File: src/rtl/btn_pkg.sv
// Shared types and default constants for the push-button debouncer.
// Optional feature macro: BTN_DEBOUNCE_AUTOREPEAT_EN (auto-repeat on held buttons).
package btn_pkg;

    // Per-channel debounce FSM states
    typedef enum logic [1:0] {
        STABLE_LO = 2'd0,
        WAIT_HI   = 2'd1,
        STABLE_HI = 2'd2,
        WAIT_LO   = 2'd3
    } btn_state_e;

    localparam int DEBOUNCE_CYCLES_DEF = 1000000;
    localparam int REPEAT_DELAY_DEF    = 50000000;
    localparam int REPEAT_PERIOD_DEF   = 10000000;

    // Larger of two sizes, used to size the shared repeat counter
    function automatic int max2(input int a, input int b);
        return (a > b) ? a : b;
    endfunction

endpackage

File: src/rtl/btn_debounce_ch.sv
// One debounce channel: 2-flop synchronizer, 4-state debounce FSM with a
// saturating stability counter, and optional auto-repeat of the press pulse.
// Optional feature macro: BTN_DEBOUNCE_AUTOREPEAT_EN.
module btn_debounce_ch
    import btn_pkg::*;
#(
    parameter int DEBOUNCE_CYCLES = DEBOUNCE_CYCLES_DEF,
    parameter int REPEAT_DELAY    = REPEAT_DELAY_DEF,
    parameter int REPEAT_PERIOD   = REPEAT_PERIOD_DEF
) (
    input  logic clk,
    input  logic reset,
    input  logic btn,
    output logic db,
    output logic rise,
    output logic fall
);

    localparam int CW = $clog2(DEBOUNCE_CYCLES + 1);
    localparam logic [CW-1:0] CNT_MAX  = CW'(DEBOUNCE_CYCLES);
    // Counter value seen on the edge that makes the run DEBOUNCE_CYCLES long
    localparam logic [CW-1:0] CNT_LAST = CW'(DEBOUNCE_CYCLES - 1);

    logic [1:0]    sync;
    logic          s;
    btn_state_e    state;
    logic [CW-1:0] cnt;
    logic          rep_hit;

    assign s = sync[1];

    // Bring the asynchronous button level into the clk domain
    always_ff @(posedge clk) begin
        if (reset) sync <= 2'b00;
        else       sync <= {sync[0], btn};
    end

    // Debounce FSM; outputs are registered here so nothing combinational reaches a port
    always_ff @(posedge clk) begin
        if (reset) begin
            state <= STABLE_LO;
            cnt   <= '0;
            db    <= 1'b0;
            rise  <= 1'b0;
            fall  <= 1'b0;
        end else begin
            rise <= rep_hit;
            fall <= 1'b0;
            case (state)
                STABLE_LO: if (s) begin
                    if (DEBOUNCE_CYCLES == 1) begin
                        state <= STABLE_HI;
                        cnt   <= '0;
                        db    <= 1'b1;
                        rise  <= 1'b1;
                    end else begin
                        state <= WAIT_HI;
                        cnt   <= CW'(1);
                    end
                end
                WAIT_HI: begin
                    if (!s) begin
                        state <= STABLE_LO;
                        cnt   <= '0;
                    end else if (cnt == CNT_LAST) begin
                        state <= STABLE_HI;
                        cnt   <= '0;
                        db    <= 1'b1;
                        rise  <= 1'b1;
                    end else if (cnt != CNT_MAX) begin
                        cnt <= cnt + CW'(1);
                    end
                end
                STABLE_HI: if (!s) begin
                    if (DEBOUNCE_CYCLES == 1) begin
                        state <= STABLE_LO;
                        cnt   <= '0;
                        db    <= 1'b0;
                        fall  <= 1'b1;
                    end else begin
                        state <= WAIT_LO;
                        cnt   <= CW'(1);
                    end
                end
                WAIT_LO: begin
                    if (s) begin
                        state <= STABLE_HI;
                        cnt   <= '0;
                    end else if (cnt == CNT_LAST) begin
                        state <= STABLE_LO;
                        cnt   <= '0;
                        db    <= 1'b0;
                        fall  <= 1'b1;
                    end else if (cnt != CNT_MAX) begin
                        cnt <= cnt + CW'(1);
                    end
                end
                default: begin
                    state <= STABLE_LO;
                    cnt   <= '0;
                end
            endcase
        end
    end

`ifdef BTN_DEBOUNCE_AUTOREPEAT_EN
    localparam int RW = $clog2(max2(REPEAT_DELAY, REPEAT_PERIOD) + 1);
    localparam logic [RW-1:0] DLY_LAST = RW'(REPEAT_DELAY - 1);
    localparam logic [RW-1:0] PER_LAST = RW'(REPEAT_PERIOD - 1);

    logic [RW-1:0] rcnt;
    logic          rfirst;
    logic          staying;

    // A repeat may only fire on an edge that keeps the channel in STABLE_HI,
    // so a release seen on this edge cancels it.
    assign staying = (state == STABLE_HI) && s;
    assign rep_hit = staying && (rcnt == (rfirst ? DLY_LAST : PER_LAST));

    // Cycles since the press pulse (or last repeat); restarts whenever STABLE_HI is left
    always_ff @(posedge clk) begin
        if (reset || !staying) begin
            rcnt   <= '0;
            rfirst <= 1'b1;
        end else if (rep_hit) begin
            rcnt   <= '0;
            rfirst <= 1'b0;
        end else begin
            rcnt <= rcnt + RW'(1);
        end
    end
`else
    // No repeat logic is built; the repeat parameters only shape a constant-zero term
    assign rep_hit = (REPEAT_DELAY < 0) && (REPEAT_PERIOD < 0);
`endif

endmodule

File: src/rtl/btn_debounce.sv
// N_BTN-channel push-button debouncer with press/release pulses.
// Optional feature macro: BTN_DEBOUNCE_AUTOREPEAT_EN (held buttons re-pulse btn_rise).
module btn_debounce
    import btn_pkg::*;
#(
    parameter int N_BTN           = 4,
    parameter int DEBOUNCE_CYCLES = DEBOUNCE_CYCLES_DEF,
    parameter int REPEAT_DELAY    = REPEAT_DELAY_DEF,
    parameter int REPEAT_PERIOD   = REPEAT_PERIOD_DEF
) (
    input  logic             clk,
    input  logic             reset,
    input  logic [N_BTN-1:0] btn,
    output logic [N_BTN-1:0] btn_db,
    output logic [N_BTN-1:0] btn_rise,
    output logic [N_BTN-1:0] btn_fall
);

    for (genvar i = 0; i < N_BTN; i++) begin : g_ch
        btn_debounce_ch #(
            .DEBOUNCE_CYCLES (DEBOUNCE_CYCLES),
            .REPEAT_DELAY    (REPEAT_DELAY),
            .REPEAT_PERIOD   (REPEAT_PERIOD)
        ) u_ch (
            .clk   (clk),
            .reset (reset),
            .btn   (btn[i]),
            .db    (btn_db[i]),
            .rise  (btn_rise[i]),
            .fall  (btn_fall[i])
        );
    end

endmodule

File: config.mk
export PLATFORM = sky130hd
export DESIGN_NAME = btn_debounce
export DESIGN_NICKNAME = d
export VERILOG_FILES = /design/src/rtl/btn_pkg.sv /design/src/rtl/btn_debounce_ch.sv /design/src/rtl/btn_debounce.sv
export SDC_FILE = /design/constraint.sdc
export NUM_CORES = 1
export LEC_CHECK = 0
export CORE_MARGIN = 2
export CORE_UTILIZATION = 55
export CTS_CLUSTER_SIZE = 20
export DETAILED_ROUTE_END_ITERATION = 6
export GPL_TIMING_DRIVEN = 1
export HOLD_SLACK_MARGIN = 0.02
export PLACE_DENSITY = 0.7
export SETUP_SLACK_MARGIN = 0.15
export SLEW_MARGIN = 20
export SYNTH_ARGS = -nofsm -noshare
export SYNTH_HDL_FRONTEND = slang
export SYNTH_HIERARCHICAL = 1
export SYNTH_SLANG_ARGS = --single-unit
export TNS_END_PERCENT = 1
File: constraint.sdc
create_clock -name clk -period 2.5 [get_ports clk]
set_input_delay 0.375 -clock clk [delete_from_list [all_inputs] [get_ports clk]]
set_output_delay 0.375 -clock clk [all_outputs]
set_load 0.05 [all_outputs]
Word level (Yosys, flattened, before mapping). Cells that the tools add are included. Widths: inputs -> output; s select.

Output and inout port bits: 12. Input bits: 6. Register bits after elaboration: 108. Word-level logic and storage cells: 200.

Equality and inequality tests: 52. Add/subtract/negate cells: 4. Bitwise logic cells: 12. Reductions and logical operators: 28. Mux-type cells: 80.

Operators by type and width (number): $mux 20 (24); $pmux 20 s4 (4); $add 20x1->20 const B (4); $eq 20x20->1 const B (4); $ne 20x20->1 const B (4); $mux 2 (24); $ne 2x1->1 const B (16); $pmux 2 s4 (4); $reduce_or 3->1 (8); $mux 1 (20); $reduce_and 5->1 (4); $eq 2x2->1 const B (8); $ne 2x2->1 const B (8); $reduce_and 4->1 (4); $ne 3x1->1 const B (4); $ne 3x3->1 const B (4); $not 1->1 (12); $eq 2x1->1 const B (4); $logic_not 2->1 (4); $pmux 1 s2 (4); $reduce_and 2->1 (4); $reduce_bool 2->1 (4).

Logic depth before layout (Yosys ltp).
Depth in word-level cells: 5. Gate-level depth with buffers: 7. Gate-level depth less buffers: 7.

Modules after synthesis. The synthesis kept the hierarchy.

Modules (own cells, without submodules): btn_debounce_ch at g_ch[0].u_ch ... (instances 2, area each 1467.7 um^2, cells an instance 174, seq. area each 540.5 um^2); btn_debounce_ch at g_ch[1].u_ch ... (instances 2, area each 1392.6 um^2, cells an instance 160, seq. area each 540.5 um^2).

Worst setup path after synthesis. Ideal clock, no wire load.

Kind: reg-to-reg. Start point: register g_ch[1].u_ch.cnt[7]. End point: register g_ch[1].u_ch.cnt[11]. Data required time: 2377 ps. Data arrival time: 1955 ps. Path slack: 422 ps. Path buffers: 1. Stages on the path, launching flop included: 7. Cells stage by stage: dfxtp_1 -> or4b_4 -> nor4_4 -> a211oi_4 -> buf_6 -> a22oi_2 -> o31ai_1.

Cells in the longest elaborated chain, start to end: 5.

RTL lines: start, declared (RTL line btn_debounce_ch.sv:27) `logic [CW-1:0] cnt;`; start signal, assigned (RTL line btn_debounce_ch.sv:71) `cnt <= cnt + CW'(1);`; start signal, assigned (RTL line btn_debounce_ch.sv:95) `cnt <= cnt + CW'(1);`; $add 20x1->20 or $ne 20x20->1 (tied branches); $mux 20 (RTL line btn_debounce_ch.sv:70, btn_debounce_ch.sv:94); $mux 20 * (RTL line btn_debounce_ch.sv:65) `end else if (cnt == CNT_LAST) begin`; $mux 20, on equally long branches (RTL line btn_debounce_ch.sv:86, btn_debounce_ch.sv:62); $pmux 20 s4 * (RTL line btn_debounce_ch.sv:49) `case (state)`.

Every way passes the cells marked *; elsewhere a longest branch is shown, timed or not. A chain may end at the register's enable or synchronous reset.

Worst setup path after layout.
Start point: register g_ch[3].u_ch.cnt[0]. End point: register g_ch[3].u_ch.cnt[8].

Cells in the longest elaborated chain, start to end: 5.

RTL lines (RTL line): start, declared (btn_debounce_ch.sv:27); start signal, assigned (btn_debounce_ch.sv:71); start signal, assigned (btn_debounce_ch.sv:95); $add 20x1->20 or $ne 20x20->1 (tied branches); $mux 20 (btn_debounce_ch.sv:70, btn_debounce_ch.sv:94); $mux 20 * (btn_debounce_ch.sv:65); $mux 20, on equally long branches (btn_debounce_ch.sv:86, btn_debounce_ch.sv:62); $pmux 20 s4 * (btn_debounce_ch.sv:49).

Marked as above.

==> metrics.md <==
| Metric | Value |
|---|---|
| Placement Setup Slack | 0.342 ns |
| # hold bufs at CTS | 0 |
| Final Cycle Share | 88.2% |
| Largest net degree at the start of global routing | 31 |
| Clock Path Buffers | 2 |
| Area occupied by multi-input gates | 3330 um^2 |
| Final Skew | 0.00443 ns |
| Most common cell in the synthesized netlist | dfxtp_1 |
| Mapped cell area | 5720 um^2 |
| Pint | 2.55 mW |
| Cell count after synthesis | 668 |
| Die ar. | 11200 um^2 |
| Clk slew on worst S/H paths | 0.09 ns |
| Tmin final | 2.21 ns |
| Ratio of cells with drive above 1 in the final layout | 10.1% |
| CP max stage delay | 0.49 ns |
| Core Region | 10200 um^2 |
| Switching Share | 22.4% |
| Starting density of the core | 55.9% |
| Initial antenna violation count | 0 |
| Pwr dens | 528 nW/um^2 |
| Logic pwr share | 6.6% |
| Commonest register cell after synthesis | dfxtp_1 |
| Least-Margin Pin Slew | 1.08 ns |
| WS Path Type | reg2reg |
| Worst Hold Class | reg2reg |
| Initial DRC count | 337 |
| Fill cell count | 920 |
| Clk_lat worst skew | 0.38 ns |
| N_diodes | 0 |
| Number of vias per cell | 6.10 |
| Top-area cell type share of the netlist area | 37.8% |
| Top Ports | 18 |
| Die Width | 106 um |
| Max-cap violations | 0 |
| Post-cts resize count | 0 |
| Async SR Flop Fraction | 0% |
| Syn_nets | 682 |
| Psw | 0.737 mW |
| CP max-delay cell | nor3b_2 |
| Vias in the first global route | 4495 |
| RSZ-0062 raised after global routing | no |
| CTS buffer count | 9 |
| Antenna-violating nets left | 0 |
| Syn_area_per_cell | 8.56 um^2 |
| Post-CTS setup buffers | 0 |
| Peak fanout along the critical path | 9 |
| Routability congestion estimate | 0.869 |
| Nets@finish | 691 |
| Gr usage total | 22.7% |
| TritonCTS clock tree | yes |
| Critical path launch point type | flip-flop |
| Crit. End Element | flip-flop |
| Peak VDD IR | 0.532 mV |
| Data arrival, critical path | 2.49 ns |
| Yosys cell types | 64 |
| Fmax | 453 MHz |
| WL/cell | 14.9 um |
| Sequential share of the synthesized area | 37.8% |
| Grt total ovfl | 0 |
| Sink Count | 108 |
| Fin worst setup slack | 0.294 ns |
| CP cell instances | ha_1, nand4_1, nor3b_2, a211o_1, o21ai_0, a22o_1 |
| First-pass GRT wire length | 20900 um |
| Clock Power Share | 39.2% |
| H-tree depth | 3 |
| Synthesis warning total | 6 |
| Total Wirelength | 12200 um |
| List of most frequent post-synthesis cells | 108 x dfxtp_1, 68 x nand2_1, 52 x nand3_1, 38 x o21ai_0, 34 x nor2_1 |
| Synth area leaders | dfxtp_1 38%, nand3_1 4.5%, nand2_1 4.5% |
| Final TNS setup | 0 ns |
| Flop pwr share | 54.1% |
| Vias | 4987 |
| Final setup vio count | 0 |
| Post-synth EDFFs | 0 |
| Buffers on Ports | 17 |
| Root buf cell | clkbuf_8 |
| Placement Rows | 37 |
| Seq cells post-synth | 108 |
| Crit path required time | 2.78 ns |
| Status | finished, final reports clean |
| Drt drc | 0 |
| Worst Hold Path Cells | 1 |
| Fin. max-slew vios | 0 |
| Largest area contributor in the netlist | dfxtp_1 |
| Leakage | 1.97 nW |
| Relative slew slack | 27.4% |
| Total power | 3.29 mW |
| 1st-pass router iterations | 5 |
| R2R depth | 6 |
| DP HPWL | 8500 um |
| Synth-to-layout area growth | 8.79% |
| Die Span Y | 106 um |
| Hold Violations, Final | 0 |
| Register Area | 2160 um^2 |
## layout by cell type, fill, tap and decap left out, types with 8 or more instances in the layout
cell               n
buf_4             11
a21oi_1           32
nand3_1           52
clkbuf_8          11
nand2_1           68
o21ai_0           38
nor3_1            20
inv_1             18
mux2i_1            8
a22o_1            10
a21o_1            12
clkdlybuf4s50_1   16
o21ai_1            8
nor2_1            34
xor2_1            18
nor2b_1           12
nor4b_1           14
a31oi_1           22
ha_1               8
dfxtp_1          108
nand4b_1           8
nand4_1           24
## power by group through the flow
stage	clock, mW	sequential (mW)	combinational (mW)
2_1_floorplan	0	1.83	0.135
3_3_place_gp	0	1.82	0.214
3_5_place_dp	0	1.82	0.218
4_1_cts	1.33	1.78	0.219
5_1_grt	1.41	1.79	0.240
6_report	1.29	1.78	0.219
## area by class of cell
| cell class | count | area share, % |
|---|---|---|
| Multi-Input combinational cell | 512 | 53.4 |
| Sequential cell | 108 | 34.7 |
| Timing Repair Buffer | 28 | 3.98 |
| Tap cell | 136 | 2.73 |
| Clock buffer | 12 | 2.49 |
| Clock inverter | 4 | 1.53 |
| Inverter | 18 | 1.09 |
## cell families (layout without fill, tap and decap cells)
| group | count (synthesis) | after routing | share of synthesized area, % |
|---|---|---|---|
| AND/OR/NAND/NOR | 294 | 294 | 29.7 |
| AO/OA/AOI/OAI | 182 | 182 | 22.3 |
| flip-flops | 108 | 108 | 37.8 |
| buffers and inverters | 48 | 62 | 4.07 |
| XOR/XNOR | 20 | 20 | 3.06 |
| adder cells (fa/ha/maj) | 8 | 8 | 1.75 |
| multiplexers | 8 | 8 | 1.40 |
## worst max-delay path: cells and delay by family, from the launching register on
family | cells | cell delay [ns]
simple gates | 2 | 0.74
fa+ha+maj | 1 | 0.25
flops | 1 | 0.41
compound gates | 3 | 0.71
## path summary, 6_finish.rpt
path	slack, ns	start	to
max	0.29	g_ch[3].u_ch/cnt[0]	g_ch[3].u_ch/cnt[8]
min	0.46	g_ch[3].u_ch/sync[0]	g_ch[3].u_ch/sync[1]
max reg2reg	0.29	g_ch[3].u_ch/cnt[0]	g_ch[3].u_ch/cnt[8]
min reg2reg	0.46	g_ch[3].u_ch/sync[0]	g_ch[3].u_ch/sync[1]
## sequential cells by signal, summed over array words and instances, names as in the netlist, named ones only
name / count
g_ch.u_ch/fall: 4
g_ch.u_ch/state: 4
g_ch.u_ch/rise: 4
g_ch.u_ch/db: 4
g_ch.u_ch/sync: 8
g_ch.u_ch/cnt: 80
## through the flow
step	hold slack, ns	cells	util (%)	instance area [um^2]
2_1_floorplan	0.414	668	-	5720
3_3_place_gp	0.420	802	58.4	5970
3_5_place_dp	0.428	802	58.4	5970
4_1_cts	0.459	818	60.8	6220
5_1_grt	0.475	818	60.8	6220
6_report	0.456	818	60.8	6220
## routing by layer
layer / global-route usage (%) / wire length, um / up-vias / share of wire (%)
met3: 6.01 / 544 / 12 / 4.5
met2: 35.5 / 5560 / 101 / 46
met5: 0 / 0 / - / 0
met1: 30.7 / 5920 / 2358 / 49
li1: - / - / 2516 / -
met4: 6.86 / 157 / 0 / 1.3
Power figures use the tool's default switching activity.
